$ cat src/rtl/blink_sched.sv
// ---------------------------------------------------------------------------
// blink_sched
// Sequences a four-digit enable pattern for the 7-segment decoders, advancing
// one pattern step every STEP_TICKS timebase strobes. Four patterns are
// available: blink-all, chase-left, chase-right and solid. A pause level
// freezes the sequence and stop returns the block to an idle, blanked state.
//
// Ports
//   CLK       in   1  system clock, all state changes on the rising edge
//   RST       in   1  synchronous active-high reset
//   tick      in   1  one-cycle timebase strobe
//   start     in   1  one-cycle request to begin sequencing (IDLE only)
//   stop      in   1  one-cycle request to end sequencing (any state)
//   pause     in   1  level, holds the sequence while high
//   mode      in   2  00 blink-all, 01 chase-left, 10 chase-right, 11 solid
//   dig_en    out  4  per-digit enable, bit0 = digit 0
//   gpio      out  1  LED drive, high whenever any digit is enabled
//   busy      out  1  high while sequencing or held
//   step_cnt  out  8  steps completed since the last start, wraps at 256
// ---------------------------------------------------------------------------
module blink_sched #(
    parameter int STEP_TICKS = 1
) (
    input  logic       CLK,
    input  logic       RST,
    input  logic       tick,
    input  logic       start,
    input  logic       stop,
    input  logic       pause,
    input  logic [1:0] mode,
    output logic [3:0] dig_en,
    output logic       gpio,
    output logic       busy,
    output logic [7:0] step_cnt
);

    typedef enum logic [1:0] {
        IDLE = 2'd0,
        RUN  = 2'd1,
        HOLD = 2'd2
    } state_t;

    localparam logic [3:0] LAST_TICK = 4'(STEP_TICKS - 1);

    state_t     r_state;
    logic [1:0] r_activeMode;
    logic [3:0] r_tickCnt;
    logic [3:0] r_pattern;
    logic [7:0] r_stepCnt;
    logic       r_gpio;
    logic       r_busy;

    logic       w_modeChange;
    logic [3:0] w_initPattern;
    logic [3:0] w_nextPattern;

    // First pattern shown when a mode becomes active.
    function automatic logic [3:0] initPattern(input logic [1:0] m);
        case (m)
            2'b00:   initPattern = 4'b1111;
            2'b01:   initPattern = 4'b0001;
            2'b10:   initPattern = 4'b1000;
            default: initPattern = 4'b1111;
        endcase
    endfunction

    // Pattern after one step of an unchanged mode.
    function automatic logic [3:0] stepPattern(input logic [1:0] m,
                                               input logic [3:0] p);
        case (m)
            2'b00:   stepPattern = ~p;
            2'b01:   stepPattern = {p[2:0], p[3]};
            2'b10:   stepPattern = {p[0], p[3:1]};
            default: stepPattern = p;
        endcase
    endfunction

    // A mode change seen at a step reloads the new mode's first pattern
    // rather than advancing the old one.
    assign w_modeChange  = (mode != r_activeMode);
    assign w_initPattern = initPattern(mode);
    assign w_nextPattern = w_modeChange ? w_initPattern
                                        : stepPattern(r_activeMode, r_pattern);

    // Single state machine; gpio is computed from the value being loaded into
    // the pattern register so that it moves on the same edge as dig_en.
    always_ff @(posedge CLK) begin
        if (RST) begin
            r_state      <= IDLE;
            r_activeMode <= 2'b00;
            r_tickCnt    <= 4'd0;
            r_pattern    <= 4'd0;
            r_stepCnt    <= 8'd0;
            r_gpio       <= 1'b0;
            r_busy       <= 1'b0;
        end else if (stop) begin
            r_state   <= IDLE;
            r_pattern <= 4'd0;
            r_gpio    <= 1'b0;
            r_busy    <= 1'b0;
        end else begin
            case (r_state)
                IDLE: begin
                    if (start) begin
                        r_state      <= RUN;
                        r_activeMode <= mode;
                        r_tickCnt    <= 4'd0;
                        r_stepCnt    <= 8'd0;
                        r_pattern    <= w_initPattern;
                        r_gpio       <= |w_initPattern;
                        r_busy       <= 1'b1;
                    end
                end
                RUN: begin
                    // A tick arriving with pause high is dropped.
                    if (pause) begin
                        r_state <= HOLD;
                    end else if (tick) begin
                        if (r_tickCnt == LAST_TICK) begin
                            r_tickCnt    <= 4'd0;
                            r_activeMode <= mode;
                            r_pattern    <= w_nextPattern;
                            r_gpio       <= |w_nextPattern;
                            r_stepCnt    <= r_stepCnt + 8'd1;
                        end else begin
                            r_tickCnt <= r_tickCnt + 4'd1;
                        end
                    end
                end
                HOLD: begin
                    if (!pause) begin
                        r_state <= RUN;
                    end
                end
                default: begin
                    r_state   <= IDLE;
                    r_pattern <= 4'd0;
                    r_gpio    <= 1'b0;
                    r_busy    <= 1'b0;
                end
            endcase
        end
    end

    assign dig_en   = r_pattern;
    assign gpio     = r_gpio;
    assign busy     = r_busy;
    assign step_cnt = r_stepCnt;

endmodule

$ cat config.mk
export PLATFORM = sky130hd
export DESIGN_NAME = blink_sched
export DESIGN_NICKNAME = d
export VERILOG_FILES = /design/src/rtl/blink_sched.sv
export SDC_FILE = /design/constraint.sdc
export NUM_CORES = 1
export LEC_CHECK = 0
export BUFFER_PORTS_ARGS = -buffer_cell sky130_fd_sc_hd__buf_4
export CAP_MARGIN = 20
export CORE_UTILIZATION = 60
export CTS_CLUSTER_DIAMETER = 50
export DETAILED_ROUTE_END_ITERATION = 6
export PLACE_DENSITY = 0.93
export SETUP_SLACK_MARGIN = 0.5
export SYNTH_ARGS = -nofsm -noshare
export SYNTH_HDL_FRONTEND = slang
export SYNTH_SLANG_ARGS = --single-unit
$ cat constraint.sdc
create_clock -name CLK -period 5.2 [get_ports CLK]
set_clock_uncertainty 0.1 [all_clocks]
set_input_delay 0.52 -clock CLK [delete_from_list [all_inputs] [get_ports CLK]]
set_output_delay 0.52 -clock CLK [all_outputs]
set_load 0.01 [all_outputs]
# Word-level counts from Yosys, hierarchy flattened
# Index checks and enable logic that the tools add are counted.
[op_classes]
reduce_logical = 13
addsub = 2
bitwise = 4
muxes = 34
n_eq_ne = 13
[op_table]
columns = ["operator", "n"]
rows = [
  ["4-bit two-way mux", 9],
  ["8-bit two-way mux", 4],
  ["4-bit case mux with 3 select lines", 2],
  ["4-bit case mux with 2 select lines", 2],
  ["8-bit case mux with 2 select lines", 1],
  ["2-bit two-way mux", 7],
  ["2-bit inequality test, second input constant", 6],
  ["5-bit AND reduction", 2],
  ["8-bit by 1-bit adder with 8-bit output, second input constant", 1],
  ["4-bit OR reduction", 2],
  ["2-bit by 1-bit equality test with 1-bit output, second input constant", 3],
  ["2-bit equality test, second input constant", 3],
  ["2-bit case mux with 3 select lines", 1],
  ["6-bit AND reduction", 1],
  ["1-bit two-way mux", 5],
  ["4-bit by 1-bit adder with 4-bit output, second input constant", 1],
  ["2-bit logical NOT", 2],
  ["4-bit logical NOT", 1],
  ["4-bit inverter", 1],
  ["2-bit case mux with 2 select lines", 1],
  ["2-bit OR reduction", 2],
  ["1-bit inverter", 3],
  ["1-bit case mux with 3 select lines", 1],
  ["3-bit AND reduction", 1],
  ["4 further kinds", 4],
]
[word_totals]
input_bits = 8
elab_cells = 73
register_bits = 22
output_inout_bits = 14

# Logic depth before layout (Yosys ltp)
# Gate-level depths: netlist (run 1).
[logic_depth]
word_depth = 8
depth_mapped = 9
mapped_depth_nobuf = 7

# Worst setup path after synthesis (run 1)
# OpenSTA, ideal clock, no wires.
[synth_timing]
path_type = "input-to-reg"
startpoint = "in mode[1]"
endpoint = "reg r_gpio, in the netlist gpio"
arrival_ps = 1644
n_path_buf = 1
path_stages = 6
t_required_ps = 4967
setup_time_ps = 133
path_slack_ps = 3323
cell_sequence = "clkbuf_1 xor2_1 o21ai_0 o41ai_4 a2111oi_1 a21oi_1"
[synth_via]
elab_chain_cells = 8
elab_cells_between_ends = 12
cone_classes = "3 x eq/ne; 7 x mux; 2 x reduce/logical"
[synth_lines]
columns = ["item", "line", "source"]
rows = [
  ["start: declaration", "30", "input logic [1:0] mode,"],
  ["2-bit equality test / 2-bit by 1-bit equality test with 1-bit output (equally long branches)", "59", "case (m)"],
  ["4-bit case mux with 2 select lines", "59", ""],
  ["4-bit two-way mux", "82", "assign w_nextPattern = w_modeChange ? w_initPattern"],
  ["4-bit OR reduction", "123", "r_gpio <= |w_nextPattern;"],
  ["1-bit two-way mux", "119", "if (r_tickCnt == LAST_TICK) begin"],
  ["1-bit two-way mux", "118", "end else if (tick) begin"],
  ["1-bit two-way mux", "116", "if (pause) begin"],
  ["1-bit case mux with 3 select lines *", "102", "case (r_state)"],
  ["end signal: assignment", "110", "r_gpio <= |w_initPattern;"],
  ["end signal: assignment", "123", ""],
  ["end: declaration", "50", "logic r_gpio;"],
]
# Every way passes the cells marked *; elsewhere a longest branch is shown, timed or not. The select of a mux whose other input is x is not followed.
# A chain may end at the register's enable or synchronous reset.

# Worst setup path in the final report (run 1)
[layout_timing]
startpoint = "reg r_state[1]"
endpoint = "reg r_tickCnt[3]"
[layout_via]
elab_chain_cells = 3
elab_cells_between_ends = 8
cone_classes = "4 x eq/ne; 1 x mux; 3 x reduce/logical"
[layout_lines]
columns = ["item", "line", "source"]
rows = [
  ["start: declaration", "45", "state_t r_state;"],
  ["start signal: assignment", "89", "r_state <= IDLE;"],
  ["start signal: assignment", "97", "r_state <= IDLE;"],
  ["start signal: assignment", "105", "r_state <= RUN;"],
  ["2-bit by 1-bit equality test with 1-bit output / 2-bit logical NOT (equally long branches)", "102", ""],
  ["2-bit inequality test (no line) / 2-bit nonzero test (equally long branches)", "--", ""],
  ["5-bit AND reduction (no line)", "--", ""],
  ["end signal: assignment", "126", "r_tickCnt <= r_tickCnt + 4'd1;"],
  ["end: declaration", "47", "logic [3:0] r_tickCnt;"],
]
# Several ways; a longest one is shown, not always the timed one.

==> results of run 1 <==
[critical path, cell delays in order, from the launching register on]
cell,delay [ns]
dfxtp_1,0.35
inv_1,0.10
ha_1,0.52
nor2_1,0.22
a2111oi_4,0.47
nand4_1,0.17
xor2_1,0.17
nor3_1,0.13
[flip-flops by register name, summed over array words and instances (netlist names)]
name          cells
busy              1
dig_en            4
r_tickCnt         4
r_state           2
r_activeMode      2
gpio              1
step_cnt          8
[worst paths after layout]
| path | from | end | slack, ns | cells after the start |
|---|---|---|---|---|
| setup / recovery | r_state[1] | r_tickCnt[3] | 2.90 | 7 |
| hold / removal | RST | step_cnt[0] | 0.35 | 2 |
| setup reg to reg | r_state[1] | r_tickCnt[3] | 2.90 | 7 |
| hold reg to reg | busy | busy | 0.41 | 2 |
[cell type report]
type                       instances  area (um2)
multi-input combinational        132         926
sequential                        22         440
clock buffer                       4        36.3
inverter                           9        33.8
fill                             177         626
timing repair buffer              21         158
tap                               28        35.0
[per-stage QoR]
stage / setup WS (ns) / instance area, um2 / cells
4_1_cts: 2.92 / 1630 / 216
5_1_grt: 2.75 / 1630 / 216
3_3_place_gp: 3.10 / 1590 / 212
3_5_place_dp: 2.96 / 1590 / 212
6_report: 2.90 / 1630 / 216
2_1_floorplan: 3.32 / 1460 / 172
[power by group]
group | internal (mW) | switching [mW] | total [mW]
Clock | 0.0427 | 0.0509 | 0.0936
Sequential | 0.174 | 0.00885 | 0.183
Combinational | 0.0355 | 0.0459 | 0.0814
[cells by family (layout without fill, tap and decap cells)]
family                     count (synthesis)  in the layout  synth area share
muxes                                      1              1           0.00688
DFF                                       22             22             0.303
xor gates and xnor gates                  11             11            0.0662
buffers and inverters                     18             34            0.0610
adders and majority gates                  8              8            0.0688
AOI/OAI and AO/OA                         43             43             0.225
and+or+nand+nor                           69             69             0.269
[routing by layer]
layer / GRT usage / up-vias / wire length (um)
met1: 0.283 / 584 / 1310
met4: 0.0766 / 0 / 15
met2: 0.461 / 54 / 1520
li1: - / 644 / -
met5: 0 / - / 0
met3: 0.0536 / 2 / 157
[cell usage in the layout, fill, tap and decap left out, types with 3 or more instances in the layout]
cell type  count
dfxtp_1       22
clkbuf_4       3
nand3_1        6
nand4_1        4
nand2b_1       7
a31oi_1        3
nor2_1        18
nor3_1         4
ha_1           8
a21oi_1       12
inv_1          9
nand2_1        9
and2_1         5
xor2_1        10
o21ai_0       12
and3_1         3
buf_4         21
==> results.json, run 1 <==
{
  "result_of_the_run": "complete, no violations",
  "holdWs_ns": 0.354,
  "all_layer_global_routing_usage": 0.250,
  "synth.distinct_cells": 47,
  "routed_wire_length_per_instance_um": 13.9,
  "netlist_top_cells_count": "22 x dfxtp_1, 18 x nor2_1, 12 x a21oi_1, 12 x o21ai_0, 10 x xor2_1",
  "grt_max_degree": 17,
  "holdCritPathClass": "in2reg",
  "critical_path_fanout_max": 12,
  "die_x_um": 51.2,
  "place.port_buffers": 21,
  "routed_wl_um": 3000,
  "cp.arrival_ns": 2.43,
  "timing_worst_slew_pin_value_ns": 0.572,
  "detail_route.drc_violations": 0,
  "maxSlewViolCount": 0,
  "post-cts-setup-buffer-count": 0,
  "fin_crit_sh": 0.442,
  "synth.net_count": 188,
  "yosys_most_used_dff": "dfxtp_1",
  "clkLatencyLatePin_ns": 0.30,
  "netlist.top_cell.by_area": "dfxtp_1",
  "area_grow_syn2layout_pct": 12.0,
  "post_synth.cell_area_avg_um2": 8.46,
  "start_util": 0.645,
  "postSynth.asyncResetShare": 0,
  "timing.max_slew.rel_slack": 0.617,
  "critPathLaunchType": "flop",
  "synth-edff-count": 0,
  "ctsResizeCount": 0,
  "synth.most_common_cell": "dfxtp_1",
  "final_sum_of_negative_setup_slack_ns": 0,
  "wire_length_of_the_first_global_routing_pass_um": 5040,
  "drt_iter0_markers": 27,
  "cp-end-kind": "flop",
  "synth.ff_latch_count": 22,
  "cts.hold.buffers_added": 0,
  "numClockSinks": 22,
  "antenna_found_initial": 0,
  "ioPinCount": 22,
  "finalWeightedCongestion": 0.890,
  "die_area_um2": 2630,
  "synth_largest_type_area_fraction": 0.303,
  "layout_cell_share_with_drive_strength_beyond_1": 0.191,
  "synth.cell_area_um2": 1460,
  "post_synth_main_area_contributors": "dfxtp_1 30%, ha_1 6.9%, xor2_1 6.0%, nor2_1 4.6%, a21oi_1 4.1%",
  "cts_max_level": 1,
  "finalPower_mw": 0.358,
  "dpl.hpwl_um": 2270,
  "ant_nets": 0,
  "worst_ir_drop_vdd_uv": 198,
  "firstDrtPassIters": 4,
  "via_count": 1284,
  "via_per_inst": 5.94,
  "rsz0062_at_grt": "false",
  "core-area_um2": 2250,
  "antennaDiodeCount": 0,
  "finish.utilization": 0.723,
  "cts_made_buffers": 3,
  "yosysWarnings": 0,
  "max-cap-violations": 0,
  "synth_sequential_area_ratio": 0.303,
  "cts_buffer_depth": 2,
  "overflow": 0,
  "critPathKind": "reg2reg",
  "cp_data_required_time_ns": 5.34,
  "std_cell_rows": 17,
  "report.final.hold_viol_count": 0,
  "synthCells": 172,
  "design.final.nets": 205,
  "cts.clk_slew.worst_paths_ns": 0.12,
  "timing.final.crit_period_ns": 2.30,
  "cts_tree": "built",
  "first_global_vias": 1250,
  "pwr_density_cell_nw_per_um2": 220,
  "floorplan.die.height_um": 51.2,
  "leakage_nw": 0.679,
  "ctsRootBufferMaster": "clkbuf_4",
  "finalSetupViolations": 0,
  "max_freq_ghz": 0.435
}
(Power assumes the default switching activity.)
==> inputs of run 2 (changes only) <==
--- a/config.mk
+++ b/config.mk
@@ -5,12 +5,13 @@
 export SDC_FILE = /design/constraint.sdc
 export NUM_CORES = 1
 export LEC_CHECK = 0
+export ABC_AREA = 1
 export BUFFER_PORTS_ARGS = -buffer_cell sky130_fd_sc_hd__buf_4
 export CAP_MARGIN = 20
-export CORE_UTILIZATION = 60
+export CORE_UTILIZATION = 55
 export CTS_CLUSTER_DIAMETER = 50
 export DETAILED_ROUTE_END_ITERATION = 6
-export PLACE_DENSITY = 0.93
+export PLACE_DENSITY = 0.88
 export SETUP_SLACK_MARGIN = 0.5
 export SYNTH_ARGS = -nofsm -noshare
 export SYNTH_HDL_FRONTEND = slang
==> constraint.sdc (replaced) <==
create_clock -name CLK -period 2.3 [get_ports CLK]
set_clock_uncertainty 0.1 [all_clocks]
set_input_delay 0.23 -clock CLK [delete_from_list [all_inputs] [get_ports CLK]]
set_output_delay 0.23 -clock CLK [all_outputs]
set_load 0.01 [all_outputs]
==> run 2 against run 1 <==
Against the previous run:
- clock-buffer cell count did not move
- sequential power rose by 130%
- routed wire length rose by 12%
- critical path type unchanged
- largest power group unchanged
==> results.json, run 2 <==
{
  "result_of_the_run": "complete, no violations",
  "die_x_um": 51.6,
  "std_cell_rows": 17,
  "leakage_nw": 0.809,
  "all_layer_global_routing_usage": 0.231,
  "largest_register_ff_count": 8,
  "netlist_top_cells_count": "44 x nand2_1, 28 x inv_1, 22 x dfxtp_1",
  "holdCritPathClass": "in2reg",
  "cts_buffer_depth": 2,
  "final_cell_mix": "42 x nand2_1, 35 x buf_4, 26 x inv_1",
  "pwr_density_cell_nw_per_um2": 530,
  "synth-edff-count": 0,
  "yosysWarnings": 0,
  "timing_worst_slew_pin_value_ns": 0.461,
  "max_freq_ghz": 0.575,
  "cts_tree": "built",
  "routed_wire_length_per_instance_um": 12.6,
  "setup_ws_final_ns": 0.561,
  "timing.max_slew.rel_slack": 0.691,
  "synth.net_count": 218,
  "delay_of_the_slowest_cell_on_the_worst_path_ns": 0.36,
  "clkLatencyLatePin_ns": 0.31,
  "numClockSinks": 22,
  "dpl.hpwl_um": 2060,
  "synth.most_common_cell": "nand2_1",
  "detail_route.drc_violations": 0,
  "overflow": 0,
  "netlist.top_cell.by_area": "dfxtp_1",
  "antennaDiodeCount": 0,
  "worst_ir_drop_vdd_uv": 642,
  "area_grow_syn2layout_pct": 30.1,
  "wire_length_of_the_first_global_routing_pass_um": 4760,
  "post-place-ws_ns": 0.289,
  "firstDrtPassIters": 4,
  "most_common_cell_after_layout_fill_and_taps_aside": "nand2_1",
  "cp-end-kind": "flop",
  "layout_cell_share_with_drive_strength_beyond_1": 0.255,
  "final_sum_of_negative_setup_slack_ns": 0,
  "timing.final.crit_period_ns": 1.74,
  "worst_path_most_repeated_cell": "nand3_4",
  "critical_path.cell_chain": "inv_4, ha_4, inv_2, nand2_4, nand3_4, nor2_8, nand2_8, inv_8, nand3_4, clkinv_1, a21oi_1, nor3_1",
  "post_synth_main_area_contributors": "dfxtp_1 33%, nand2_1 12%, inv_1 7.8%, ha_1 7.4%, a21oi_1 7.0%",
  "ioPinCount": 22,
  "cts.clk_slew.worst_paths_ns": 0.13,
  "whs_endpoint": "r_activeMode[1]",
  "start_util": 0.600,
  "cts_max_level": 1,
  "place.port_buffers": 21,
  "slowest_stage": "dfxtp_2",
  "r2r_cells": 12,
  "critical_path_fanout_max": 6,
  "finalSetupViolations": 0,
  "design.final.nets": 256,
  "drt_iter0_markers": 52,
  "maxSlewViolCount": 0,
  "cts_made_buffers": 3,
  "rsz0062_at_grt": "false",
  "first_global_vias": 1159,
  "max-cap-violations": 0,
  "cp.arrival_ns": 1.86,
  "synthCells": 202,
  "synth.distinct_cells": 27,
  "holdWs_ns": 0.160,
  "min_from": "mode[1]",
  "yosys_most_used_dff": "dfxtp_1",
  "finish.utilization": 0.780,
  "report.final.hold_viol_count": 0,
  "synth_sequential_area_ratio": 0.326,
  "floorplan.die.height_um": 51.6,
  "cp_data_required_time_ns": 2.42,
  "worst_hold_path.num_cells": 3,
  "ctsRootBufferMaster": "clkbuf_4",
  "via_per_inst": 5.43,
  "postSynth.asyncResetShare": 0,
  "fin_crit_sh": 0.756,
  "antenna_found_initial": 0,
  "synth.cell_area_um2": 1350,
  "post_synth.cell_area_avg_um2": 6.70,
  "via_count": 1449,
  "die_area_um2": 2660,
  "core-area_um2": 2250,
  "finalWeightedCongestion": 0.885,
  "worst_flop_to_flop_path_startpoint": "r_state[1]",
  "grt_max_degree": 13,
  "critPathKind": "reg2reg",
  "critPathLaunchType": "flop",
  "synth.ff_latch_count": 22,
  "r2r_end": "step_cnt[4]",
  "synth_largest_type_area_fraction": 0.326,
  "ant_nets": 0,
  "routed_wl_um": 3350,
  "ff2ff_setup_slack_ns": 0.56
}
-- run 2: cell types whose count changed after synthesis, sizes merged, moves of 4 or more --
cell,delta
nand4,-4
inv,+22
clkbuf,-4
nand3,+14
a21oi,+6
xor2,-9
o21ai,+5
nand2b,-8
and2,-5
nand2,+36
-- run 2: what timing repair did --
item                                    4_1_cts  5_1_grt
endpoints found under the hold margin         2        0
hold buffers                                  1        0
pin swaps                                     1        8
endpoints found under the setup margin        8        8
setup buffers                                 3       10
gates resized for setup                       8       14
-- run 2: power breakdown --
group	switching, mW	internal (mW)
clock	0.122	0.0966
sequential	0.0270	0.402
combinational	0.161	0.124
total	0.310	0.623
-- run 2: worst max-delay path by stage --
stage                        to          from  cells past startpoint
global placement    step_cnt[6]    r_state[1]                     13
floorplan           step_cnt[6]    r_state[0]                     12
global route          dig_en[2]  r_tickCnt[0]                      8
CTS                 step_cnt[6]    r_state[1]                     13
detailed placement  step_cnt[6]    r_state[1]                     13
finish              step_cnt[4]    r_state[1]                     12
-- run 2: logic make-up after synthesis --
| logic type | count (synthesis) | synth area share |
|---|---|---|
| AO/OA/AOI/OAI | 41 | 0.166 |
| flip-flops | 22 | 0.326 |
| adder cells (fa/ha/maj) | 8 | 0.0740 |
| XOR/XNOR | 1 | 0.00648 |
| AND/OR/NAND/NOR | 94 | 0.323 |
| buffers and inverters | 36 | 0.105 |
-- run 2: metal layers --
| layer | global-route usage | share of wire | up-vias | wire length (um) |
|---|---|---|---|---|
| li1 | - | - | 728 | - |
| met1 | 0.303 | 0.45 | 667 | 1520 |
| met2 | 0.377 | 0.49 | 48 | 1630 |
| met3 | 0.0556 | 0.044 | 6 | 147 |
| met4 | 0.0586 | 0.016 | 0 | 55 |
| met5 | 0 | 0 | - | 0 |
-- run 2: stage by stage --
stage / area (um2) / total power, mW / instances
after global placement: 1540 / 0.648 / 249
after detailed placement: 1540 / 0.651 / 249
final: 1760 / 0.933 / 267
after floorplan: 1350 / 0.591 / 202
after global routing: 1760 / 0.983 / 267
after CTS: 1630 / 0.877 / 257
-- run 2: cell type report --
type / instances / area [um2]
multi-input cells: 144 / 835
fillers: 174 / 495
repair buffers: 36 / 273
inverters: 33 / 136
well taps: 28 / 35.0
clock buffers: 4 / 36.3
flip-flops and latches: 22 / 444
-- run 2: critical path: cells and delay by family, from the launching register on --
family | cells | cell delay, ns
buffers and inverters | 4 | 0.31
adders and majority gates | 1 | 0.17
AOI/OAI and AO/OA | 1 | 0.07
DFF | 1 | 0.36
and+or+nand+nor | 6 | 0.65
